`src/rtl/adc_scan_pkg.sv`:
```
// Shared types and defaults for the ADC scan sequencer.
//   state_t        : scan controller states
//   chw()          : channel-select width for a given channel count
//   Def*           : default timing / sizing constants
package adc_scan_pkg;

    typedef enum logic [2:0] {
        StIdle,
        StSelect,
        StSettle,
        StConvert,
        StStore,
        StDone,
        StWaitPeriod
    } state_t;

    localparam int unsigned DefNumCh       = 4;
    localparam int unsigned DefDataW       = 16;
    localparam int unsigned DefSettleCyc   = 1000;
    localparam int unsigned DefScanPeriod  = 1_000_000;
    localparam int unsigned DefConvTimeout = 2_000_000;

    // Width of a channel index; never narrower than one bit.
    function automatic int unsigned chw(input int unsigned n);
        return (n > 1) ? $clog2(n) : 1;
    endfunction

endpackage

```
`src/rtl/adc_result_regfile.sv`:
```
// Per-channel result store for the scan sequencer.
// One write port, one registered read port (1-cycle latency). A read of the
// channel being written in the same cycle returns the new value.
// Ports:
//   clk, reset           clock, synchronous active-high reset
//   wr_en/wr_ch/wr_data  write strobe, channel, result
//   rd_ch                read address
//   rd_data/rd_valid     registered result and written-since-reset flag
module adc_result_regfile
    import adc_scan_pkg::*;
#(
    parameter  int unsigned NUM_CH = DefNumCh,
    parameter  int unsigned DATA_W = DefDataW,
    localparam int unsigned CHW    = chw(NUM_CH)
) (
    input  logic              clk,
    input  logic              reset,
    input  logic              wr_en,
    input  logic [CHW-1:0]    wr_ch,
    input  logic [DATA_W-1:0] wr_data,
    input  logic [CHW-1:0]    rd_ch,
    output logic [DATA_W-1:0] rd_data,
    output logic              rd_valid
);

    logic [DATA_W-1:0] mem_q [NUM_CH];
    logic [NUM_CH-1:0] vld_q;
    logic [DATA_W-1:0] rd_data_q;
    logic              rd_valid_q;

    always_ff @(posedge clk) begin
        if (reset) begin
            for (int i = 0; i < NUM_CH; i++) begin
                mem_q[i] <= '0;
            end
            vld_q      <= '0;
            rd_data_q  <= '0;
            rd_valid_q <= 1'b0;
        end else begin
            if (wr_en) begin
                mem_q[wr_ch] <= wr_data;
                vld_q[wr_ch] <= 1'b1;
            end
            // Write-through so a same-cycle read sees the fresh result.
            if (wr_en && (wr_ch == rd_ch)) begin
                rd_data_q  <= wr_data;
                rd_valid_q <= 1'b1;
            end else if (32'(rd_ch) < NUM_CH) begin
                rd_data_q  <= mem_q[rd_ch];
                rd_valid_q <= vld_q[rd_ch];
            end else begin
                rd_data_q  <= '0;
                rd_valid_q <= 1'b0;
            end
        end
    end

    assign rd_data  = rd_data_q;
    assign rd_valid = rd_valid_q;

endmodule

```
`src/rtl/adc_scan_sequencer.sv`:
```
// Multi-channel scan controller for the PWM SAR ADC. Steps an analog mux
// through the enabled channels, waits a settle time, requests a conversion,
// stores the result per channel and repeats at a fixed period when enabled.
// Optional build macro: OVERSAMPLE_AVG_EN -- 4 back-to-back conversions per
// channel, stored value is their truncated average.
// Ports:
//   clk, reset      clock, synchronous active-high reset
//   enable          continuous scanning; low stops after the current channel
//   single_shot     one-cycle pulse, one full scan (only from idle)
//   ch_mask         channel enable mask, latched at scan start
//   mux_sel         analog mux select
//   adc_start       one-cycle conversion request
//   adc_done        one-cycle conversion complete, adc_data valid
//   adc_data        conversion result
//   rd_ch           result read address
//   rd_data         registered result for rd_ch
//   rd_valid        rd_ch written since reset
//   busy            scan in progress
//   scan_done       one-cycle pulse after the last channel is stored
//   timeout_err     sticky conversion timeout flag
//   err_clr         clear timeout_err (a simultaneous new timeout wins)
module adc_scan_sequencer
    import adc_scan_pkg::*;
#(
    parameter  int unsigned NUM_CH       = DefNumCh,
    parameter  int unsigned DATA_W       = DefDataW,
    parameter  int unsigned SETTLE_CYC   = DefSettleCyc,
    parameter  int unsigned SCAN_PERIOD  = DefScanPeriod,
    parameter  int unsigned CONV_TIMEOUT = DefConvTimeout,
    localparam int unsigned CHW          = chw(NUM_CH)
) (
    input  logic              clk,
    input  logic              reset,
    input  logic              enable,
    input  logic              single_shot,
    input  logic [NUM_CH-1:0] ch_mask,
    output logic [CHW-1:0]    mux_sel,
    output logic              adc_start,
    input  logic              adc_done,
    input  logic [DATA_W-1:0] adc_data,
    input  logic [CHW-1:0]    rd_ch,
    output logic [DATA_W-1:0] rd_data,
    output logic              rd_valid,
    output logic              busy,
    output logic              scan_done,
    output logic              timeout_err,
    input  logic              err_clr
);

    localparam int unsigned SW = $clog2(SETTLE_CYC + 1);
    localparam int unsigned TW = $clog2(CONV_TIMEOUT + 1);
    localparam int unsigned PW = $clog2(SCAN_PERIOD + 1);

    localparam logic [SW-1:0] SettleLoad = SW'(SETTLE_CYC - 1);
    localparam logic [TW-1:0] ConvLoad   = TW'(CONV_TIMEOUT - 1);
    localparam logic [PW-1:0] PeriodLoad = PW'(SCAN_PERIOD - 1);

    state_t            state_q, state_d;
    logic [NUM_CH-1:0] act_mask_q, act_mask_d;
    logic [CHW-1:0]    mux_sel_q, mux_sel_d;
    logic [SW-1:0]     settle_ctr_q, settle_ctr_d;
    logic [TW-1:0]     conv_ctr_q, conv_ctr_d;
    logic [PW-1:0]     period_ctr_q, period_ctr_d;
    logic              adc_start_q, adc_start_d;
    logic [DATA_W-1:0] result_q, result_d;
    logic              skip_q, skip_d;      // current channel timed out, do not store
    logic              cont_q, cont_d;      // scan was started in continuous mode
    logic              stop_q, stop_d;      // enable fell during a continuous scan
    logic              timeout_err_q, timeout_err_d;

`ifdef OVERSAMPLE_AVG_EN
    localparam int unsigned SumW = DATA_W + 2;
    logic [1:0]        os_cnt_q, os_cnt_d;
    logic [SumW-1:0]   sum_q, sum_d;
`endif

    logic              err_set;
    logic              wr_en;
    logic              start_scan;
    logic [NUM_CH-1:0] mask_left;
    logic [CHW-1:0]    next_ch;

    // Serviced bits are cleared from act_mask, so the lowest remaining bit is
    // always the next channel at or above the current index.
    always_comb begin
        next_ch = '0;
        for (int i = NUM_CH - 1; i >= 0; i--) begin
            if (act_mask_q[i]) begin
                next_ch = CHW'(i);
            end
        end
    end

    always_comb begin
        state_d       = state_q;
        act_mask_d    = act_mask_q;
        mux_sel_d     = mux_sel_q;
        settle_ctr_d  = settle_ctr_q;
        conv_ctr_d    = conv_ctr_q;
        period_ctr_d  = (period_ctr_q != '0) ? period_ctr_q - PW'(1) : period_ctr_q;
        adc_start_d   = 1'b0;
        result_d      = result_q;
        skip_d        = skip_q;
        cont_d        = cont_q;
        stop_d        = stop_q | (cont_q & ~enable);
        err_set       = 1'b0;
        wr_en         = 1'b0;
        start_scan    = 1'b0;
        mask_left     = act_mask_q & ~(NUM_CH'(1) << mux_sel_q);
`ifdef OVERSAMPLE_AVG_EN
        os_cnt_d      = os_cnt_q;
        sum_d         = sum_q;
`endif

        unique case (state_q)
            StIdle: begin
                if ((enable || single_shot) && (ch_mask != '0)) begin
                    start_scan = 1'b1;
                end
            end
            StSelect: begin
                mux_sel_d    = next_ch;
                settle_ctr_d = SettleLoad;
                state_d      = StSettle;
            end
            StSettle: begin
                if (settle_ctr_q == '0) begin
                    state_d     = StConvert;
                    adc_start_d = 1'b1;
                    conv_ctr_d  = ConvLoad;
                    skip_d      = 1'b0;
`ifdef OVERSAMPLE_AVG_EN
                    os_cnt_d    = '0;
                    sum_d       = '0;
`endif
                end else begin
                    settle_ctr_d = settle_ctr_q - SW'(1);
                end
            end
            StConvert: begin
                if (adc_done) begin
`ifdef OVERSAMPLE_AVG_EN
                    sum_d = sum_q + SumW'(adc_data);
                    if (os_cnt_q == 2'd3) begin
                        result_d = sum_d[SumW-1:2];
                        state_d  = StStore;
                    end else begin
                        // Next conversion follows immediately, no re-settle.
                        os_cnt_d    = os_cnt_q + 2'd1;
                        adc_start_d = 1'b1;
                        conv_ctr_d  = ConvLoad;
                    end
`else
                    result_d = adc_data;
                    state_d  = StStore;
`endif
                end else if (conv_ctr_q == '0) begin
                    err_set = 1'b1;
                    skip_d  = 1'b1;
                    state_d = StStore;
                end else begin
                    conv_ctr_d = conv_ctr_q - TW'(1);
                end
            end
            StStore: begin
                wr_en      = ~skip_q;
                act_mask_d = mask_left;
                state_d    = ((mask_left == '0) || stop_d) ? StDone : StSelect;
            end
            StDone: begin
                if (enable) begin
                    // Overrun scans restart at once; missed periods are not queued.
                    if ((period_ctr_q == '0) && (ch_mask != '0)) begin
                        start_scan = 1'b1;
                    end else begin
                        state_d = StWaitPeriod;
                    end
                end else begin
                    state_d = StIdle;
                end
            end
            StWaitPeriod: begin
                if (!enable) begin
                    state_d = StIdle;
                end else if ((period_ctr_q == '0) && (ch_mask != '0)) begin
                    start_scan = 1'b1;
                end
            end
            default: begin
                state_d = StIdle;
            end
        endcase

        if (start_scan) begin
            state_d      = StSelect;
            act_mask_d   = ch_mask;
            period_ctr_d = PeriodLoad;
            cont_d       = enable;
            stop_d       = 1'b0;
        end

        timeout_err_d = err_set | (timeout_err_q & ~err_clr);
    end

    always_ff @(posedge clk) begin
        if (reset) begin
            state_q       <= StIdle;
            act_mask_q    <= '0;
            mux_sel_q     <= '0;
            settle_ctr_q  <= '0;
            conv_ctr_q    <= '0;
            period_ctr_q  <= '0;
            adc_start_q   <= 1'b0;
            result_q      <= '0;
            skip_q        <= 1'b0;
            cont_q        <= 1'b0;
            stop_q        <= 1'b0;
            timeout_err_q <= 1'b0;
`ifdef OVERSAMPLE_AVG_EN
            os_cnt_q      <= '0;
            sum_q         <= '0;
`endif
        end else begin
            state_q       <= state_d;
            act_mask_q    <= act_mask_d;
            mux_sel_q     <= mux_sel_d;
            settle_ctr_q  <= settle_ctr_d;
            conv_ctr_q    <= conv_ctr_d;
            period_ctr_q  <= period_ctr_d;
            adc_start_q   <= adc_start_d;
            result_q      <= result_d;
            skip_q        <= skip_d;
            cont_q        <= cont_d;
            stop_q        <= stop_d;
            timeout_err_q <= timeout_err_d;
`ifdef OVERSAMPLE_AVG_EN
            os_cnt_q      <= os_cnt_d;
            sum_q         <= sum_d;
`endif
        end
    end

    adc_result_regfile #(
        .NUM_CH (NUM_CH),
        .DATA_W (DATA_W)
    ) u_regfile (
        .clk      (clk),
        .reset    (reset),
        .wr_en    (wr_en),
        .wr_ch    (mux_sel_q),
        .wr_data  (result_q),
        .rd_ch    (rd_ch),
        .rd_data  (rd_data),
        .rd_valid (rd_valid)
    );

    assign mux_sel     = mux_sel_q;
    assign adc_start   = adc_start_q;
    assign busy        = (state_q != StIdle) && (state_q != StWaitPeriod);
    assign scan_done   = (state_q == StDone);
    assign timeout_err = timeout_err_q;

endmodule

```
`config.mk`:
```
export PLATFORM = sky130hd
export DESIGN_NAME = adc_scan_sequencer
export DESIGN_NICKNAME = d
export VERILOG_FILES = /design/src/rtl/adc_scan_pkg.sv /design/src/rtl/adc_result_regfile.sv /design/src/rtl/adc_scan_sequencer.sv
export SDC_FILE = /design/constraint.sdc
export NUM_CORES = 1
export LEC_CHECK = 0
export BUFFER_PORTS_ARGS = -buffer_cell sky130_fd_sc_hd__buf_2
export CORE_UTILIZATION = 42
export CTS_BUF_LIST = sky130_fd_sc_hd__clkbuf_4
export DETAILED_ROUTE_END_ITERATION = 8
export PLACE_DENSITY = 0.58
export SETUP_SLACK_MARGIN = 0.4
export SYNTH_ARGS = -nofsm -noshare
export SYNTH_HDL_FRONTEND = slang
export SYNTH_HIERARCHICAL = 1
export SYNTH_SLANG_ARGS = --single-unit
export TNS_END_PERCENT = 30
```
`constraint.sdc`:
```
create_clock -name clk -period 3 [get_ports clk]
set_clock_uncertainty 0.1 [all_clocks]
set_input_delay 0.45 -clock clk [delete_from_list [all_inputs] [get_ports clk]]
set_output_delay 0.45 -clock clk [all_outputs]
set_load 0.005 [all_outputs]
```
==> results.yml <==
sta:
  rsz0062_at_grt: "yes"
  relSlewSlack: 0.3859
  fin_crit_ns: 2.633
  hold_viol: 0
  tightest_slew_ns: 0.9177
  setup_viol: 0
  slew_violations: 0
  fin_crit_sh: 0.8776
  max_freq_mhz: 379.8
  fin_setup_tns_ns: 0
power_and_ir_drop:
  switching_share: 0.3451
  power-per-cell-area_nw_per_um2: 643.3
  p_leak_nw: 3.299
  clkPwrFrac: 0.232
  irDropWorstVdd_mv: 0.4971
  power_switching_mw: 1.930
  p_comb_frac: 0.266
  power.internal_mw: 3.662
  seqPwrFrac: 0.502
layout:
  layout_commonest_cell: "dfxtp_1"
  nFillCells: 1699
  area_growth_pct: 12.65
  nNetsFinal: 813
  instances_no_fill: 1023
  n_antenna_cell: 0
  mostFrequentLayoutCells: "dfxtp_1 (102), and2_1 (84), edfxtp_1 (64)"
  drive_gt1_frac: 0.1990
detailed_routing:
  wl_per_cell_um: 17.41
  first_pass_iters: 5
  drc: 0
  via_count: 5717
  ant_nets: 0
  wl_mm: 17.81
  vias_per_cell: 5.588
  drt_iter0_drc: 314
worst_setup_path:
  path_max_fanout: 10
  rrSetupSlack_ns: 0.37
  startpoint: "conv_ctr_q[9]"
  end_kind: "register"
  r2r-start: "conv_ctr_q[9]"
  worstReg2RegEnd: "state_q[2]"
  start_kind: "register"
  path_class: "reg -> reg"
  required_ns: 3.35
  cp.arrival_ns: 2.98
  r2r_cells: 5
logic_synthesis:
  synthFlopType: "dfxtp_1"
  synth-simple-area-share: 0.2119
  synthXorXnorAreaFrac: 0.02611
  synth_compound_gate_area_share: 0.1156
  synth_top_area_share: 0.2646
  syn-instance-count: 715
  syn-num-nets: 747
  syn-cell-area_um2: 7716
  yosys-top-cells-area: "dfxtp_1 (26%), edfxtp_1 (25%), and2_1 (6.8%), a21oi_1 (2.9%), mux4_1 (2.7%)"
  synth-adder-area-share: 0.006486
  syn_area_per_cell_um2: 10.79
  synth_top_family_by_area: "simple AND/OR/NAND/NOR gates"
  synthMuxAreaShare: 0.08983
  async_reset_ff_frac: 0
  yosysTopAreaCell: "dfxtp_1"
  synth_seq_cells: 166
  synth_warnings: 6
  synth_cell_types: 67
  synth_seq_area_share: 0.5137
  synth_edf_count: 64
grt:
  grt_use_total: 0.1984
  overflow: 0
  grt_pass1_vias: 5539
  antenna_found_initial: 0
  grt_max_degree: 77
  grt_first_pass_wirelength_mm: 28.42
placed_design:
  dp.cells: 973
  dpl.hpwl_mm: 11.66
  port_buffers: 50
  gp_congestion: 0.8217
floorplanning:
  initial_core_util: 0.4295
  dieArea_um2: 18920
  coreArea_um2: 17960
  die_h_um: 137.5
  num_io_pins: 51
  die_w_um: 137.5
  fp-row-count: 49
clock_network:
  clk_pin_slew_ns: 0.14
  numCtsBuffers: 17
  clockBufferDepth: 2
  cts.sinks: 166
  clock_latency_ns: 0.55
  cts_tree: "built"
  clock-root-buffer: "clkbuf_4"
  h-tree-depth: 4
worst_hold_path:
  hold_depth: 3
  hold_class: "in -> reg"
  hold_start: "adc_data[12]"
  min_to: "result_q[12]"
outcome:
  outcome: "completed"
flow_run:
  drv_cap: 0
power by group through the flow:
stage               clock network (mW)  logic, mW  registers [mW]
floorplan                            0       1.16            2.76
global placement                     0       1.42            2.84
detailed placement                   0       1.45            2.85
CTS                               1.35       1.48            2.80
global route                      1.44       1.66            2.85
finish                            1.30       1.49            2.81
worst max-delay path, stage by stage, from the launching register on:
cell and delay [ns]:
dfxtp_1 0.34, or4_4 0.56, or4_4 0.56, o21a_4 0.23, or3_1 0.38, a2111oi_2 0.37
flip-flops by register name, indices dropped and copies added, names as in the netlist, 2 cells and up:
name	cells
settle_ctr_q	10
act_mask_q	4
u_regfile/mem_q	64
state_q	3
conv_ctr_q	21
u_regfile/vld_q	4
u_regfile/rd_data	16
result_q	16
mux_sel	2
period_ctr_q	20
cells by family (layout without fill, tap and decap cells):
kind of cell               count (synthesis)  after routing
and+or+nand+nor                          287            287
DFF                                      166            166
AOI/OAI and AO/OA                        134            134
buffers and inverters                     62            141
muxes                                     39             39
xor gates and xnor gates                  23             23
adders and majority gates                  4              4
cell usage after synthesis, types with 3 or more instances:
cell type	number
a211oi_1	8
a21o_1	3
a21oi_1	45
a31oi_1	15
and2_1	84
and3b_1	3
buf_6	5
clkbuf_1	31
clkbuf_2	3
dfxtp_1	102
edfxtp_1	64
ha_1	4
inv_1	19
mux2_2	8
mux2_4	10
mux2i_1	4
mux4_1	8
mux4_2	9
nand2_1	54
nand3_1	6
nand4_1	10
nand4b_1	3
nor2_1	23
nor2b_1	4
nor3_1	30
nor3b_1	5
nor4_1	18
nor4b_1	3
o2111ai_1	6
o211ai_1	11
o21ai_0	17
o31ai_1	4
o41ai_1	4
or2_2	6
or3_1	15
or4_1	10
xnor2_1	6
xor2_1	17
metrics by stage:
| stage | worst slack, ns | hold WS [ns] | utilization | cell area (um^2) | total power, mW |
|---|---|---|---|---|---|
| 6_report | 0.3673 | 0.05553 | 0.4839 | 8692 | 5.592 |
| 5_1_grt | 0.2297 | 0.01400 | 0.4839 | 8692 | 5.944 |
| 4_1_cts | 0.3649 | 0.007392 | 0.4812 | 8643 | 5.634 |
| 3_5_place_dp | 0.2671 | 0.3385 | 0.4570 | 8209 | 4.301 |
| 3_3_place_gp | 0.3721 | 0.3316 | 0.4570 | 8209 | 4.256 |
| 2_1_floorplan | 0.4000 | 0.3192 | - | 7716 | 3.917 |
area by class of cell:
cell class                 count  area, um^2  area share
multi-input combinational    487        3497      0.4023
clock buffer                  19       142.6     0.01641
tap                          229       286.5     0.03296
sequential                   166        3964      0.4560
clock inverter                13       135.1     0.01555
inverter                      19       71.32    0.008205
timing repair buffer          90       595.6     0.06852
worst max-delay path by stage:
stage | to | slack [ns] | cells after the start
final | state_q[2] | 0.37 | 5
after global routing | conv_ctr_q[8] | 0.23 | 6
after CTS | cont_q | 0.36 | 5
after detailed placement | state_q[2] | 0.27 | 5
after global placement | state_q[2] | 0.37 | 5
after floorplan | conv_ctr_q[8] | 0.40 | 7
layer usage:
layer / vias up / track usage / share of wire
met5: - / 0 / 0
met4: 0 / 0.04518 / 0.0061
met3: 10 / 0.04194 / 0.030
met2: 96 / 0.3613 / 0.52
met1: 2817 / 0.2368 / 0.44
li1: 2794 / - / -
timing repair:
item | 4_1_cts | 5_1_grt
endpoints found under the hold margin | 13 | 0
pin swaps | 1 | 1
buffers inserted | 2 | 3
endpoints found under the setup margin | 9 | 37
gates resized for setup | 3 | 3
hold buffers | 13 | 0
Power figures use the tool's default switching activity.
